File: src/rtl/adder_share_arb.sv
// Round-robin arbiter sharing one registered adder among NUM_REQ requesters.
// Define ADDER_SHARE_ARB_STATS_EN to add op_cnt/grant_cnt statistics outputs.
module adder_share_arb #(
  parameter int NUM_REQ = 4,
  parameter int WIDTH = 8,
  parameter int SWIDTH = WIDTH + 1,
  localparam int IDW = $clog2(NUM_REQ)
) (
  input  logic                     clk,
  input  logic                     rst_n,
  input  logic [NUM_REQ-1:0]       req_valid,
  output logic [NUM_REQ-1:0]       req_ready,
  input  logic [NUM_REQ*WIDTH-1:0] req_x,
  input  logic [NUM_REQ*WIDTH-1:0] req_y,
  input  logic [NUM_REQ-1:0]       req_cin,
  output logic                     rsp_valid,
  input  logic                     rsp_ready,
  output logic [IDW-1:0]           rsp_id,
  output logic [SWIDTH-1:0]        rsp_sum,
  output logic                     rsp_zero
`ifdef ADDER_SHARE_ARB_STATS_EN
  ,
  output logic [15:0]              op_cnt,
  output logic [NUM_REQ*16-1:0]    grant_cnt
`endif
);

  typedef enum logic {
    IDLE,
    RESP
  } state_e;

  state_e state_q, state_d;

  logic [IDW-1:0]    rr_ptr_q, rr_ptr_d;
  logic              vld_q, vld_d;
  logic [IDW-1:0]    id_q, id_d;
  logic [SWIDTH-1:0] sum_q, sum_d;
  logic              zero_q, zero_d;

  logic [IDW-1:0]    gnt_id;
  logic              found;
  logic              accept;
  logic [WIDTH-1:0]  x_g, y_g;
  logic [SWIDTH-1:0] sum_new;
  int                idx;

  // Search starts at rr_ptr and wraps; first valid requester wins.
  always_comb begin
    gnt_id = '0;
    found  = 1'b0;
    idx    = 0;
    for (int k = 0; k < NUM_REQ; k++) begin
      idx = int'(rr_ptr_q) + k;
      if (idx >= NUM_REQ) idx = idx - NUM_REQ;
      if (!found && req_valid[idx]) begin
        found  = 1'b1;
        gnt_id = IDW'(idx);
      end
    end
  end

  assign accept = (state_q == IDLE) && found;
  assign x_g = req_x[int'(gnt_id)*WIDTH +: WIDTH];
  assign y_g = req_y[int'(gnt_id)*WIDTH +: WIDTH];
  assign sum_new = SWIDTH'(x_g) + SWIDTH'(y_g)
                 + SWIDTH'(req_cin[gnt_id]);

  always_comb begin
    state_d   = state_q;
    rr_ptr_d  = rr_ptr_q;
    vld_d     = vld_q;
    id_d      = id_q;
    sum_d     = sum_q;
    zero_d    = zero_q;
    req_ready = '0;
    unique case (state_q)
      IDLE: begin
        if (accept) begin
          req_ready[gnt_id] = 1'b1;
          sum_d   = sum_new;
          zero_d  = (sum_new == '0);
          id_d    = gnt_id;
          vld_d   = 1'b1;
          state_d = RESP;
          if (gnt_id == IDW'(NUM_REQ - 1)) rr_ptr_d = '0;
          else rr_ptr_d = gnt_id + IDW'(1);
        end
      end
      RESP: begin
        if (rsp_ready) begin
          vld_d   = 1'b0;
          state_d = IDLE;
        end
      end
      default: state_d = IDLE;
    endcase
  end

  always_ff @(posedge clk or negedge rst_n) begin
    if (!rst_n) begin
      state_q  <= IDLE;
      rr_ptr_q <= '0;
      vld_q    <= 1'b0;
      id_q     <= '0;
      sum_q    <= '0;
      zero_q   <= 1'b0;
    end else begin
      state_q  <= state_d;
      rr_ptr_q <= rr_ptr_d;
      vld_q    <= vld_d;
      id_q     <= id_d;
      sum_q    <= sum_d;
      zero_q   <= zero_d;
    end
  end

  assign rsp_valid = vld_q;
  assign rsp_id    = id_q;
  assign rsp_sum   = sum_q;
  assign rsp_zero  = zero_q;

`ifdef ADDER_SHARE_ARB_STATS_EN
  logic [15:0] op_cnt_q;
  logic [15:0] gcnt_q [NUM_REQ];

  always_ff @(posedge clk or negedge rst_n) begin
    if (!rst_n) begin
      op_cnt_q <= '0;
      for (int i = 0; i < NUM_REQ; i++) gcnt_q[i] <= '0;
    end else if (accept) begin
      if (op_cnt_q != 16'hFFFF) op_cnt_q <= op_cnt_q + 16'd1;
      if (gcnt_q[gnt_id] != 16'hFFFF)
        gcnt_q[gnt_id] <= gcnt_q[gnt_id] + 16'd1;
    end
  end

  always_comb begin
    grant_cnt = '0;
    for (int i = 0; i < NUM_REQ; i++) grant_cnt[i*16 +: 16] = gcnt_q[i];
  end

  assign op_cnt = op_cnt_q;
`endif

endmodule

File: config.mk
export PLATFORM = sky130hd
export DESIGN_NAME = adder_share_arb
export DESIGN_NICKNAME = d
export VERILOG_FILES = /design/src/rtl/adder_share_arb.sv
export SDC_FILE = /design/constraint.sdc
export NUM_CORES = 1
export LEC_CHECK = 0
export BUFFER_PORTS_ARGS = -buffer_cell sky130_fd_sc_hd__buf_4
export CAP_MARGIN = 15
export CORE_UTILIZATION = 49
export DETAILED_ROUTE_END_ITERATION = 7
export PLACE_DENSITY = 0.94
export SYNTH_ARGS = -nofsm -noshare
export SYNTH_HDL_FRONTEND = slang
export SYNTH_SLANG_ARGS = --single-unit
File: constraint.sdc
create_clock -name clk -period 6.2 [get_ports clk]
set_clock_uncertainty 0.2 [all_clocks]
set_input_delay 0.62 -clock clk [delete_from_list [all_inputs] [get_ports clk]]
set_output_delay 0.62 -clock clk [all_outputs]
set_load 0.005 [all_outputs]
==> qor.csv <==
stage;metric;value;unit
power;ir_worst_vdd;0.000225;V
die;die_width;60.6;um
finish;drive_above_1_share;39.8;%
grt;grt-ovfl-total;0;
finish;final_common_cell;buf_4;
hold_path;min-delay-path-class;reg -> reg;
sta;hold_viol;0;
power;leakage;1.26;nW
sta;tightestPinTransition;993;ps
finish;areaGrowthSynthToFinish;43.6;%
route;drt_wl_total;4.22;mm
clock_network;root_buffer;clkbuf_4;
route;routed_via_density;5.40;
worst_setup_path;critPathArrivalTime;4210;ps
finish;diodes;0;
sta;min_period;4220;ps
worst_setup_path;cp.required;6190;ps
finish;most-common-layout-cells;92 x buf_4, 49 x mux2i_1, 16 x dfrtp_1, 14 x nand2_1, 11 x ha_1;
place;globalplace.congestion;0.790;
clock_network;clk_pin_slew;90;ps
grt;grt_max_degree;40;
die;initial_core_util;53.3;%
sta;grt_setup_unrepaired;no;
job;drv_cap;0;
clock_network;cts_resized;0;
finish;finalNonFillerCells;310;
finish;final_util;76.5;%
finish;ff_latch_area;400;um2
route;drt_first_pass_iters;5;
clock_network;cts_buffer_depth;2;
route;drt-initial-drc-count;27;
worst_setup_path;cp-start-kind;register;
clock_network;htreeDepth;1;
finish;fillers;233;
worst_setup_path;path_class;reg -> reg;
logic_synthesis;synth_area_per_cell;9.44;um2
route;wl_per_cell;13.6;um
place;portBuffers;91;
grt;grt_pass1_wl;6.21;mm
worst_setup_path;worst_r2r_startpoint;rr_ptr_q[1]$_DFFE_PN0P_;
hold_path;hold-path-endpoint;rsp_id[0]$_DFFE_PN0P_;
clock_network;cts_num_sinks;16;
sta;fin_setup_tns;0;ps
route;ant_nets;0;
logic_synthesis;synth_ff_type;dfrtp_1;
worst_setup_path;reg2reg_depth;11;
hold_path;min-delay-start;rsp_id[0]$_DFFE_PN0P_;
place;placed_cells;305;
grt;grt_util_all_layers;22.4;%
sta;setup-violations-final;0;
die;die_area;3670;um2
sta;worst_slack;1980;ps
place;dpl.hpwl;3.46;mm
route;vias;1675;
logic_synthesis;seq_area_frac_synth;23.8;%
worst_setup_path;reg2reg_setup_slack;1980;ps
sta;fin_crit_sh;68.1;%
worst_setup_path;crit_fanout;39;
grt;grt_pass1_vias;1533;
sta;max_slew_margin;33.8;%
sta;fmax;237;MHz
logic_synthesis;netlist_area;1680;um2
power;power_per_cell_area;358;nW/um2
clock_network;clk_latency;290;ps
clock_network;cts_made_buffers;3;
finish;nets;355;
die;core;3150;um2
die;io_pins;92;
die;die_h;60.6;um
worst_setup_path;rr_endpoint;rsp_zero$_DFFE_PN0P_;
logic_synthesis;ys_ff_latch;16;
grt;antenna_found_initial;0;
logic_synthesis;synth_edf_count;0;
hold_path;hold_depth;2;
die;rows;20;
logic_synthesis;synth.distinct_cells;39;
logic_synthesis;synthCells;178;
sta;final-max-slew-violation-count;0;
place;dp_slack;1770;ps
route;drc_errors;0;
logic_synthesis;syn_nets;266;
logic_synthesis;yosys_warnings;0;
worst_setup_path;endpoint_kind;register;
finish;multi_input_area;1200;um2
status;status;completed;
clock_network;tritoncts;yes;
power;power.total;0.863;mW
logic_synthesis;async_flop_share;100;%
-- power by group --
group / switching (mW) / internal (mW) / leakage (nW)
combinational: 0.306 / 0.313 / 1.05
clock: 0.0336 / 0.0358 / 0.0210
sequential: 0.0286 / 0.145 / 0.193
total: 0.368 / 0.495 / 1.26
-- kinds of logic (layout without fill, tap and decap cells) --
family	after synthesis	count (layout)	share of synthesized area [%]
buffers and inverters	14	102	4.77
adder cells (fa/ha/maj)	13	13	10.6
AO/OA/AOI/OAI	32	32	11.9
flip-flops	16	16	23.8
multiplexers	56	56	33.9
XOR/XNOR	4	4	2.09
AND/OR/NAND/NOR	43	43	13.0
-- worst max-delay path, cell delays in order (launching register included) --
cell and delay, ps:
dfrtp_1 460, mux2i_1 210, a211o_2 810, mux2i_1 190, mux2_2 310, fa_1 430, fa_1 420, nand2b_1 180
a211oi_1 300, o31ai_1 140, o311a_1 160, o41ai_1 300
-- registers in the layout, indices dropped and copies added, names as in the netlist --
name,flops
rsp_sum,9
rr_ptr_q,2
rsp_id,2
rsp_valid,1
rsp_zero,1
state_q,1
-- area by class of cell --
| type | count | area share, % |
|---|---|---|
| Clock buffer | 4 | 1.50 |
| Inverter | 5 | 0.778 |
| Multi-Input combinational cell | 148 | 49.8 |
| Sequential cell | 16 | 16.6 |
| Tap cell | 44 | 2.28 |
| Timing Repair Buffer | 93 | 29.0 |
-- metrics by stage --
stage / hold slack, ps / instance area (um2)
6_report: 295 / 2410
5_1_grt: 299 / 2410
4_1_cts: 294 / 2410
3_5_place_dp: 280 / 2370
3_3_place_gp: 268 / 2370
2_1_floorplan: 124 / 1680
-- routing by layer --
metal | routed length (um) | global-route usage, %
met4 | 90 | 7.79
met1 | 1600 | 23.9
met5 | 0 | 0
met2 | 2240 | 43.0
met3 | 291 | 4.69
-- worst max-delay path by stage --
stage	from	to	slack [ps]	cells after the start
2_1_floorplan	req_valid[0]	rsp_zero$_DFFE_PN0P_	2540	12
3_3_place_gp	req_valid[0]	rsp_zero$_DFFE_PN0P_	1910	12
3_5_place_dp	req_valid[0]	rsp_zero$_DFFE_PN0P_	1770	12
4_1_cts	rr_ptr_q[1]$_DFFE_PN0P_	rsp_zero$_DFFE_PN0P_	1990	11
5_1_grt	rr_ptr_q[1]$_DFFE_PN0P_	rsp_zero$_DFFE_PN0P_	1580	12
6_report	rr_ptr_q[1]$_DFFE_PN0P_	rsp_zero$_DFFE_PN0P_	1980	11
-- cell usage after synthesis, drive strengths merged, types with 2 or more instances --
cell    number  area share (%)
mux2i       49              29
dfrtp       16              24
nand2       14             3.1
ha          11             8.2
o21ai       10             3.0
a21oi        9             2.7
nor2         9             2.0
buf          8             3.4
mux2         7             4.7
inv          5             1.1
nand2b       5             1.9
and2         4             1.5
nor3         3            0.89
xnor2        3             1.6
fa           2             2.4
o21a         2            0.89
or4          2             1.1
-- timing repair --
| item | CTS | global route |
|---|---|---|
| hold buffers | 1 | 0 |
| buffers inserted | 0 | 0 |
| endpoints found under the hold margin | 16 | 0 |
Note: power is estimated with default switching activity, not from simulation.
